===== config.mk =====
export PLATFORM = sky130hd
export DESIGN_NAME = ntsc_sync_sep
export DESIGN_NICKNAME = d
export VERILOG_FILES = /design/src/rtl/ntsc_sync_sep.sv
export SDC_FILE = /design/constraint.sdc
export NUM_CORES = 1
export LEC_CHECK = 0
export CORE_MARGIN = 5
export CORE_UTILIZATION = 56
export DETAILED_ROUTE_END_ITERATION = 12
export PLACE_DENSITY = 0.91
export RECOVER_POWER = 100
export SLEW_MARGIN = 5
export SYNTH_ARGS = -nofsm -noshare
export SYNTH_HDL_FRONTEND = slang
export SYNTH_SLANG_ARGS = --single-unit

===== constraint.sdc =====
create_clock -name CK_i -period 2.4 [get_ports CK_i]
set_clock_uncertainty 0.1 [all_clocks]
set_input_delay 0.24 -clock CK_i [delete_from_list [all_inputs] [get_ports CK_i]]
set_output_delay 0.24 -clock CK_i [all_outputs]
set_load 0.01 [all_outputs]

===== src/rtl/ntsc_sync_sep.sv =====
// ntsc_sync_sep: composite-sync separator recovering NTSC line/field timing from a 4fsc SYNC stream.
// Optional build macro NTSC_SEP_GLITCH_FILT_EN adds a 3-tap majority filter on SYNC_i (HD latency 2 -> 4).
module ntsc_sync_sep #(
    parameter int P_H_SIZE  = 910,
    parameter int P_H_TOL   = 8,
    parameter int P_EQU_MAX = 50,
    parameter int P_HS_MAX  = 120,
    parameter int P_V_LOAD  = 3,
    parameter int P_LOCK_N  = 8,
    parameter int P_MISS_N  = 4
) (
    input  logic       CK_i,
    input  logic       R_i,
    input  logic       CK_EE_i,
    input  logic       SYNC_i,
    output logic       XHD_o,
    output logic       XVD_o,
    output logic       FI_o,
    output logic [9:0] H_CTR_o,
    output logic [8:0] V_CTR_o,
    output logic       LOCK_o
);
    localparam logic [9:0] H_LAST   = 10'(P_H_SIZE - 1);
    localparam logic [9:0] H_LATE   = 10'(P_H_SIZE - 1 - P_H_TOL);
    localparam logic [9:0] H_EARLY  = 10'(P_H_TOL - 1);
    localparam logic [9:0] H_MID_LO = 10'(P_H_SIZE / 2 - 1 - P_H_TOL);
    localparam logic [9:0] H_MID_HI = 10'(P_H_SIZE / 2 - 1 + P_H_TOL);
    localparam logic [8:0] W_EQU    = 9'(P_EQU_MAX);
    localparam logic [8:0] W_HS     = 9'(P_HS_MAX);
    localparam logic [8:0] V_LOAD   = 9'(P_V_LOAD);
    localparam logic [3:0] LOCK_N   = 4'(P_LOCK_N);
    localparam logic [3:0] MISS_N   = 4'(P_MISS_N);

    typedef enum logic [1:0] {CLS_EQU, CLS_HS, CLS_BROAD} pulse_cls_t;

    function automatic logic [8:0] inc_sat9(input logic [8:0] v);
        return (v == 9'h1FF) ? v : v + 9'd1;
    endfunction

    function automatic logic [3:0] inc_sat_lock(input logic [3:0] v);
        return (v >= LOCK_N) ? v : v + 4'd1;
    endfunction

    logic sync_in;

`ifdef NTSC_SEP_GLITCH_FILT_EN
    logic [1:0] sync_sr;
    logic       sync_maj;

    always_ff @(posedge CK_i) begin
        if (R_i) begin
            sync_sr  <= 2'b11;
            sync_maj <= 1'b1;
        end else if (CK_EE_i) begin
            sync_sr  <= {sync_sr[0], SYNC_i};
            sync_maj <= (SYNC_i & sync_sr[0]) | (sync_sr[0] & sync_sr[1]) | (SYNC_i & sync_sr[1]);
        end
    end

    assign sync_in = sync_maj;
`else
    assign sync_in = SYNC_i;
`endif

    logic       sync_d;
    logic       seen_hi;
    logic [8:0] lw;
    logic       tag_line;
    logic       tag_mid;
    logic       fe_line_p1;
    logic       fe_win_p1;
    logic       broad_seen;
    logic       vs_pend;
    logic       vs_fi;
    logic [3:0] hit;
    logic [3:0] miss;

    logic       fe;
    logic       re;
    logic       in_win;
    logic       in_mid;
    logic       line_start;
    logic [3:0] hit_inc;
    logic [3:0] miss_inc;
    pulse_cls_t cls;

    // seen_hi keeps a pulse already in progress at reset release from posing as a falling edge
    assign fe         = seen_hi & sync_d & ~sync_in;
    assign re         = ~sync_d & sync_in;
    assign in_win     = (H_CTR_o >= H_LATE) || (H_CTR_o <= H_EARLY);
    assign in_mid     = (H_CTR_o >= H_MID_LO) && (H_CTR_o <= H_MID_HI);
    assign line_start = fe_line_p1 || (H_CTR_o == H_LAST);
    assign hit_inc    = inc_sat_lock(hit);
    assign miss_inc   = miss + 4'd1;

    always_comb begin
        cls = CLS_EQU;
        if (lw >= W_HS) begin
            cls = CLS_BROAD;
        end else if (lw >= W_EQU) begin
            cls = CLS_HS;
        end
    end

    always_ff @(posedge CK_i) begin
        if (R_i) begin
            sync_d     <= 1'b1;
            seen_hi    <= 1'b0;
            lw         <= 9'd0;
            tag_line   <= 1'b0;
            tag_mid    <= 1'b0;
            fe_line_p1 <= 1'b0;
            fe_win_p1  <= 1'b0;
            broad_seen <= 1'b0;
            vs_pend    <= 1'b0;
            vs_fi      <= 1'b0;
            hit        <= 4'd0;
            miss       <= 4'd0;
            XHD_o      <= 1'b1;
            XVD_o      <= 1'b1;
            FI_o       <= 1'b0;
            H_CTR_o    <= 10'd0;
            V_CTR_o    <= 9'd0;
            LOCK_o     <= 1'b0;
        end else if (CK_EE_i) begin
            // stage 0: edge detect, width measurement, FE tagging
            sync_d <= sync_in;
            if (sync_in) begin
                seen_hi <= 1'b1;
            end
            if (fe) begin
                lw <= 9'd0;
            end else if (!sync_in) begin
                lw <= inc_sat9(lw);
            end
            fe_line_p1 <= fe && (!LOCK_o || in_win);
            fe_win_p1  <= fe && in_win;
            if (fe) begin
                tag_line <= !LOCK_o || in_win;
                tag_mid  <= LOCK_o && !in_win && in_mid;
            end
            if (re) begin
                if (cls == CLS_BROAD) begin
                    if (!broad_seen && (tag_line || tag_mid)) begin
                        vs_pend <= 1'b1;
                        vs_fi   <= tag_mid;
                    end
                    broad_seen <= 1'b1;
                end else begin
                    broad_seen <= 1'b0;
                end
            end

            // stage 1: line start, vertical load, lock bookkeeping
            XHD_o <= !line_start;
            XVD_o <= !(line_start && vs_pend);
            if (line_start) begin
                H_CTR_o <= 10'd0;
                if (vs_pend) begin
                    V_CTR_o <= V_LOAD;
                    FI_o    <= vs_fi;
                    vs_pend <= 1'b0;
                end else begin
                    V_CTR_o <= inc_sat9(V_CTR_o);
                end
                if (fe_line_p1) begin
                    if (fe_win_p1) begin
                        hit  <= hit_inc;
                        miss <= 4'd0;
                        if (hit_inc == LOCK_N) begin
                            LOCK_o <= 1'b1;
                        end
                    end
                end else begin
                    hit <= 4'd0;
                    if (miss_inc == MISS_N) begin
                        LOCK_o <= 1'b0;
                        miss   <= 4'd0;
                    end else begin
                        miss <= miss_inc;
                    end
                end
            end else begin
                H_CTR_o <= H_CTR_o + 10'd1;
            end
        end
    end

endmodule


# After elaboration in Yosys (flattened, before gate mapping)
# Index checks and enable logic that the tools add are counted.
# word_totals
register_bits,49
latchBits,0
out_inout_bits,23
n_memories,0
input_bits,4
romBits,0
ram_bits,0
elab_cells,96
# op_classes
shift,0
muxes,24
n_eq_ne,11
bitwise,5
div,0
n_addsub,5
reduce_logical,26
order_cmp,7
mul,0
# ops
cell,n
$mux 9,5
$mux 4,6
$add 9x1->9 const B,2
$eq 9x9->1 const B,2
$reduce_and 3->1,4
$mux 1,11
$add 10x1->10 const B,1
$eq 10x10->1 const B,1
$ge 10x10->1 const B,1
$ge 10x9->1 const B,1
$le 10x3->1 const B,1
$le 10x9->1 const B,1
$mux 10,1
$ge 9x6->1 const B,1
$ge 9x7->1 const B,1
$add 4x1->4 const B,2
$logic_and 1x1->1,7
$ne 2x1->1 const B,3
$reduce_and 2->1,3
$logic_not 1->1,5
$reduce_and 5->1,1
$eq 4x3->1 const B,1
$eq 4x4->1 const B,1
$ge 4x4->1 const B,1
other kinds (8),15

# Depth between registers and ports, before layout
# Gate-level depths: netlist of the first run.
# logic_depth
ltp_word,8
mapped_depth,9

# Worst setup path after synthesis of the first run
# OpenSTA, ideal clock, no wires.
# synth_path
path_type,register to register
start,register H_CTR_o[0]
end,register V_CTR_o[3]
setup_time_ns,0.066
arrival_ns,1.867
t_required_ns,2.234
stages_incl_launch_ff,8
slack_ns,0.367
path_cell_list,dfxtp_1 ha_1 nand3_1 o31ai_4 nand3_2 buf_6 or3_1 a21oi_2
# synth_via
elab_chain_cells,3
# synth_lines
element,line_no,source
"start, declared",19,"output logic [9:0] H_CTR_o,"
"start signal, assigned",184,H_CTR_o <= H_CTR_o + 10'd1;
$eq 10x10->1,92,assign line_start = fe_line_p1 || (H_CTR_o == H_LAST);
$logic_or 1x1->1,92,
$reduce_and 3->1 (no line),--,
"end signal, assigned",164,V_CTR_o <= inc_sat9(V_CTR_o);
"end, declared",20,"output logic [8:0] V_CTR_o,"
# No other way between the ends.
# A chain may end at the register's enable or synchronous reset.

# Worst setup path in the final report of the first run
# layout_path
start,register H_CTR_o[6]
end,register V_CTR_o[7]
# Same word-level chain as after synthesis.

==> results of run 1 <==
==> cells by family after synthesis <==
group,count (synthesis),synth area share
DFF,49,0.4023
adders and majority gates,13,0.06670
AOI/OAI and AO/OA,50,0.1314
muxes,4,0.01642
buffers and inverters,20,0.04001
and+or+nand+nor,131,0.2786
xor gates and xnor gates,18,0.06465
==> worst max-delay path, delay by kind of cell, from the launching register on <==
kind | cells | cell delay, ns
compound gates | 2 | 0.52
flops | 1 | 0.39
simple gates | 3 | 1.18
==> stage by stage <==
stage	util	area (um^2)	setup WS (ns)
finish	0.6646	2854	0.1320
global route	0.6646	2854	0.008081
CTS	0.6690	2873	0.1652
detailed placement	0.6489	2786	0.1967
global placement	0.6489	2786	0.2654
floorplan	-	2439	0.3669
==> state kept, by name, summed over array words and instances, names as in the netlist <==
signal and flops:
vs_pend 1, fe_line_p1 1, H_CTR_o 10, tag_mid 1
miss 4, lw 9, tag_line 1, XHD_o 1
FI_o 1, fe_win_p1 1, hit 4, LOCK_o 1
XVD_o 1, vs_fi 1, broad_seen 1, seen_hi 1
sync_d 1, V_CTR_o 9
==> layout make-up <==
class / instances / area, um^2 / share of cell area
Timing Repair Buffer: 37 / 331.6 / 0.1162
Tap cell: 52 / 65.06 / 0.02280
Inverter: 10 / 37.54 / 0.01315
Sequential cell: 49 / 980.9 / 0.3437
Multi-Input combinational cell: 216 / 1353 / 0.4739
Clock buffer: 7 / 86.33 / 0.03025
==> worst paths after layout <==
path / start / to / cells after the start
worst max-delay path: H_CTR_o[6]$_SDFFE_PP0P_ / V_CTR_o[7]$_SDFFE_PP0P_ / 5
worst min-delay path: miss[3]$_SDFFE_PP0P_ / miss[3]$_SDFFE_PP0P_ / 2
worst max register to register: H_CTR_o[6]$_SDFFE_PP0P_ / V_CTR_o[7]$_SDFFE_PP0P_ / 5
worst min register to register: miss[3]$_SDFFE_PP0P_ / miss[3]$_SDFFE_PP0P_ / 2
==> routing by layer <==
metal	vias to the layer above	global-route usage	share of wire	routed length (um)
li1	1074	-	-	-
met1	1025	0.2131	0.44	2327
met2	51	0.3211	0.50	2630
met3	11	0.04492	0.043	229
met4	0	0.07295	0.018	93
met5	-	0	0	0
==> cell usage in the layout, fill, tap and decap left out, drive strengths merged, types with 2 or more instances in the layout <==
| cell | Yosys | final |
|---|---|---|
| nand2b | 4 | 4 |
| or4 | 4 | 4 |
| xor2 | 11 | 11 |
| nand2 | 17 | 17 |
| o31ai | 3 | 3 |
| clkbuf | 7 | 10 |
| or3 | 6 | 6 |
| o21ai | 13 | 13 |
| nand4 | 9 | 9 |
| buf | 3 | 8 |
| nor3b | 3 | 3 |
| a32o | 2 | 2 |
| nand3 | 20 | 20 |
| nand3b | 3 | 3 |
| a21oi | 23 | 23 |
| nor4b | 2 | 2 |
| nor3 | 6 | 6 |
| nor2 | 44 | 44 |
| xnor2 | 7 | 7 |
| ha | 13 | 13 |
| inv | 9 | 9 |
| dfxtp | 49 | 49 |
| mux2i | 4 | 4 |
| a211oi | 3 | 3 |
| and3 | 7 | 7 |
| dlygate4sd3 | 0 | 25 |
==> power groups by stage <==
stage          Clock (mW)  Sequential [mW]  Combinational [mW]
2_1_floorplan           0            0.854              0.0553
3_3_place_gp            0            0.848               0.101
3_5_place_dp            0            0.848               0.102
4_1_cts             0.506            0.829               0.104
5_1_grt             0.532            0.831               0.110
6_report            0.495            0.830              0.0992
==> impl_metrics.tcl, run 1 <==
set metrics [dict create \
    final.period_utilization 0.9450 \
    setup_violations 0 \
    drv_slew 0 \
    critPathSlowestCell "or4_1" \
    hp-class "reg2reg" \
    ff2ff_setup_slack_ns 0.13 \
    ir_worst_vdd_mv 0.3839 \
    p_per_area_nw_per_um2 498.9 \
    cts_buffer_depth 2 \
    drc 0 \
    routed_via_density 5.825 \
    sw_frac_of_total 0.2355 \
    pwr-share-clk 0.348 \
    synthMostInstantiatedCell "dfxtp_1" \
    antenna_left 0 \
    slew_headroom 0.6672 \
    grt.overflow.total 0 \
    fill_cells 370 \
    die_area_um2 5774 \
    antenna_cells 0 \
    antenna_found_initial 0 \
    cts.sink_count 49 \
    rsz0062_at_grt "no" \
    drtIter0Drc 91 \
    avgSynthCellArea_um2 8.556 \
    power_mw 1.424 \
    yosys_warnings 0 \
    drt-total-wl_mm 5.281 \
    grt_usage 0.1838 \
    status "completed" \
    cts_resized 0 \
    start_util 0.5679 \
    vias 2161 \
    syn_inst 285 \
    grt_max_degree 14 \
    start_kind "flip-flop" \
    grt_pass1_vias 2128 \
    clkSlewWorstSetupHoldPaths_ns 0.08 \
    instances_no_fill 371 \
    post_cts_buffers 0 \
    tightest_slew_ns 0.4923 \
    hpwl_mm 3.649 \
    fp.dieH_um 75.99 \
    ios 27 \
    ys_types 48 \
    cp_data_arrival_time_ns 2.40 \
    synth-async-reset-ratio 0 \
    yosysSeqAreaShare 0.4023 \
    p_int_mw 1.089 \
    setup_tns_ns 0 \
    drt_pass1_iterations 4 \
    cts_tree "done" \
    cp_max_fo 11 \
    drive_above_1_share 0.07837 \
    syn_nets 302 \
    p_sw_mw 0.3353 \
    drv_cap 0 \
    rows 24 \
    synth_flop_cell "dfxtp_1" \
    synth_common_cells "dfxtp_1 (49), nor2_1 (44), a21oi_1 (20), nand3_1 (19), nand2_1 (17)" \
    core_area_um2 4294 \
    cts-root-buf "clkbuf_8" \
    area_growth_pct 17.03 \
    nNetsFinal 336 \
    synth_seq_cells 49 \
    holdWs_ns 0.3774 \
    clock_latency_ns 0.30 \
    netlist_area_um2 2439 \
    wl_per_cell_um 14.23 \
    critical_path_class "reg2reg" \
    hold_violations 0 \
    synth_edf_count 0 \
    pwr-share-seq 0.583 \
    synth_area_leaders "dfxtp_1 (40%), nor2_1 (6.8%), ha_1 (6.7%)" \
    synth_top_area_cell "dfxtp_1" \
    end_kind "flip-flop" \
    power.leakage_nw 1.093 \
    place_congestion 0.8354 \
    grt_pass1_wl_mm 9.059 \
    yosysTopAreaCellShare 0.4023 \
    cp_slowest_stage_delay_ns 0.52 \
    postCtsHoldBufs 0 \
    die_x_um 75.99 \
    h-tree-depth 2 \
    placed_cells 364 \
    period_minus_slack_ns 2.268 \
    fmax_mhz 440.9 \
    required_ns 2.54 \
    numCtsBuffers 5 \
    combPwrFrac 0.070 \
    place.port_buffers 26 \
    crit_chain "or3_4 > o31ai_4 > nand3_2 > or4_1 > a21oi_1" \
]
(Power assumes the default switching activity.)
==> inputs of run 2 (changes only) <==
--- a/config.mk
+++ b/config.mk
@@ -8,7 +8,8 @@
 export CORE_MARGIN = 5
 export CORE_UTILIZATION = 56
+export CTS_CLUSTER_SIZE = 24
 export DETAILED_ROUTE_END_ITERATION = 12
 export PLACE_DENSITY = 0.91
-export RECOVER_POWER = 100
+export RECOVER_POWER = 25
 export SLEW_MARGIN = 5
 export SYNTH_ARGS = -nofsm -noshare
--- a/constraint.sdc
+++ b/constraint.sdc
@@ -3,3 +3,3 @@
 set_input_delay 0.24 -clock CK_i [delete_from_list [all_inputs] [get_ports CK_i]]
 set_output_delay 0.24 -clock CK_i [all_outputs]
-set_load 0.01 [all_outputs]
+set_load 0.005 [all_outputs]
==> run 2 against run 1 <==
Against the previous run:
- flip-flop and latch count stayed put
- non-clock buffer count is the same
- sequential power is essentially flat
- critical endpoint unchanged
- sequential share of layout area down 0.14 points
- first-iteration DRC count up 2.2%
- combinational power about the same
- total power barely moved
- clock power hardly changed
- wire length decreased by 0.49%
- register-to-register slack about the same
- worst hold slack barely moved
- count of clock-buffer cells in the layout is the same
- highest routed layer unchanged
==> impl_metrics.tcl, run 2 (synthesized netlist as in run 1, its figures left out) <==
set metrics [dict create \
    status "completed" \
    die_area_um2 5774 \
    place.port_buffers 26 \
    cts_buffer_depth 2 \
    layout_commonest_cell "dfxtp_1" \
    ir_worst_vdd_mv 0.3850 \
    grt.overflow.total 0 \
    critical_path_class "reg2reg" \
    vias 2162 \
    final.period_utilization 0.9464 \
    numCtsBuffers 5 \
    grt_usage 0.1838 \
    fp.dieH_um 75.99 \
    cp_data_arrival_time_ns 2.41 \
    slew_headroom 0.6644 \
    cts_tree "done" \
    r2r-start "H_CTR_o[6]$_SDFFE_PP0P_" \
    drv_slew 0 \
    postCtsHoldBufs 0 \
    clkSlewWorstSetupHoldPaths_ns 0.08 \
    drc 0 \
    fill_cells 370 \
    tightest_slew_ns 0.4963 \
    startpoint "H_CTR_o[6]$_SDFFE_PP0P_" \
    largest_register "H_CTR_o" \
    p_per_area_nw_per_um2 496.7 \
    drive_above_1_share 0.08777 \
    die_x_um 75.99 \
    cts.sink_count 49 \
    rows 24 \
    antenna_left 0 \
    period_minus_slack_ns 2.271 \
    wl_per_cell_um 14.16 \
    hp-class "reg2reg" \
    area_growth_pct 17.50 \
    hpwl_mm 3.649 \
    drtIter0Drc 93 \
    hold_violations 0 \
    clock_latency_ns 0.30 \
    end_kind "flip-flop" \
    ios 27 \
    start_kind "flip-flop" \
    post_cts_buffers 0 \
    drt_pass1_iterations 4 \
    grt_pass1_wl_mm 9.059 \
    reg_top3 "H_CTR_o: 10 flops, V_CTR_o: 9 flops, lw: 9 flops" \
    antenna_found_initial 0 \
    core_area_um2 4294 \
    h-tree-depth 2 \
    holdCritStartpoint "miss[3]$_SDFFE_PP0P_" \
    setup_violations 0 \
    largest_reg_flops 10 \
    setup_tns_ns 0 \
    drv_cap 0 \
    cts-root-buf "clkbuf_8" \
    required_ns 2.54 \
    cp_max_fo 11 \
    routed_via_density 5.827 \
    nNetsFinal 336 \
    grt_pass1_vias 2128 \
    start_util 0.5679 \
    instances_no_fill 371 \
    grt_max_degree 14 \
    fmax_mhz 440.3 \
    cts_resized 0 \
    place_congestion 0.8354 \
    rsz0062_at_grt "no" \
    final_cell_mix "dfxtp_1 (49), nor2_1 (44), a21oi_1 (20), nand3_1 (19), nand2_1 (17)" \
    drt-total-wl_mm 5.255 \
    antenna_cells 0 \
    placed_cells 364 \
    power.leakage_nw 1.061 \
]
run 2: cell count changes in the layout (fill, tap and decap cells not counted), sizes merged:
cell / delta
dlygate4sd3: -11
clkbuf: -1
clkdlybuf4s50: +11
buf: +1
run 2: per-stage QoR:
stage	hold WS (ns)	setup WS (ns)	total power [mW]	instance area (um^2)	utilization
after floorplan	0.2664	0.4121	0.9073	2439	-
after global placement	0.3610	0.2654	0.9474	2786	0.6489
after detailed placement	0.3670	0.1967	0.9493	2786	0.6489
after CTS	0.3789	0.1652	1.437	2873	0.6690
after global routing	0.4116	0.007035	1.475	2865	0.6672
final	0.3774	0.1287	1.423	2865	0.6672
run 2: path summary, 6_finish.rpt:
path	to	slack, ns	depth (start not counted)
worst max-delay path	V_CTR_o[7]$_SDFFE_PP0P_	0.13	5
worst max register to register	V_CTR_o[7]$_SDFFE_PP0P_	0.13	5
worst min register to register	miss[3]$_SDFFE_PP0P_	0.38	2
worst min-delay path	miss[3]$_SDFFE_PP0P_	0.38	2
run 2: final cells by class:
class                           count  area [um^2]  share of cell area
Tap cell                           52        65.06             0.02271
Clock buffer                        7        86.33             0.03013
Timing Repair Buffer               37        335.3              0.1170
Sequential cell                    49        980.9              0.3424
Inverter                           10        37.54             0.01310
Multi-Input combinational cell    216         1360              0.4747
run 2: layer usage:
layer | GRT usage | vias to the layer above | share of wire
li1 | - | 1070 | -
met1 | 0.2131 | 1022 | 0.44
met2 | 0.3211 | 59 | 0.50
met3 | 0.04492 | 11 | 0.048
met4 | 0.07295 | 0 | 0.018
met5 | 0 | - | 0
run 2: report_power, final:
part,internal (mW),switching [mW]
clock,0.229,0.264
combinational,0.0402,0.0605
sequential,0.822,0.00751
total,1.09,0.332
run 2: worst max-delay path, cell delays in order (launching register included):
cell     delay [ns]
dfxtp_1        0.39
or3_4          0.41
o31ai_4        0.37
nand3_2        0.26
or4_1          0.52
a21oi_1        0.15
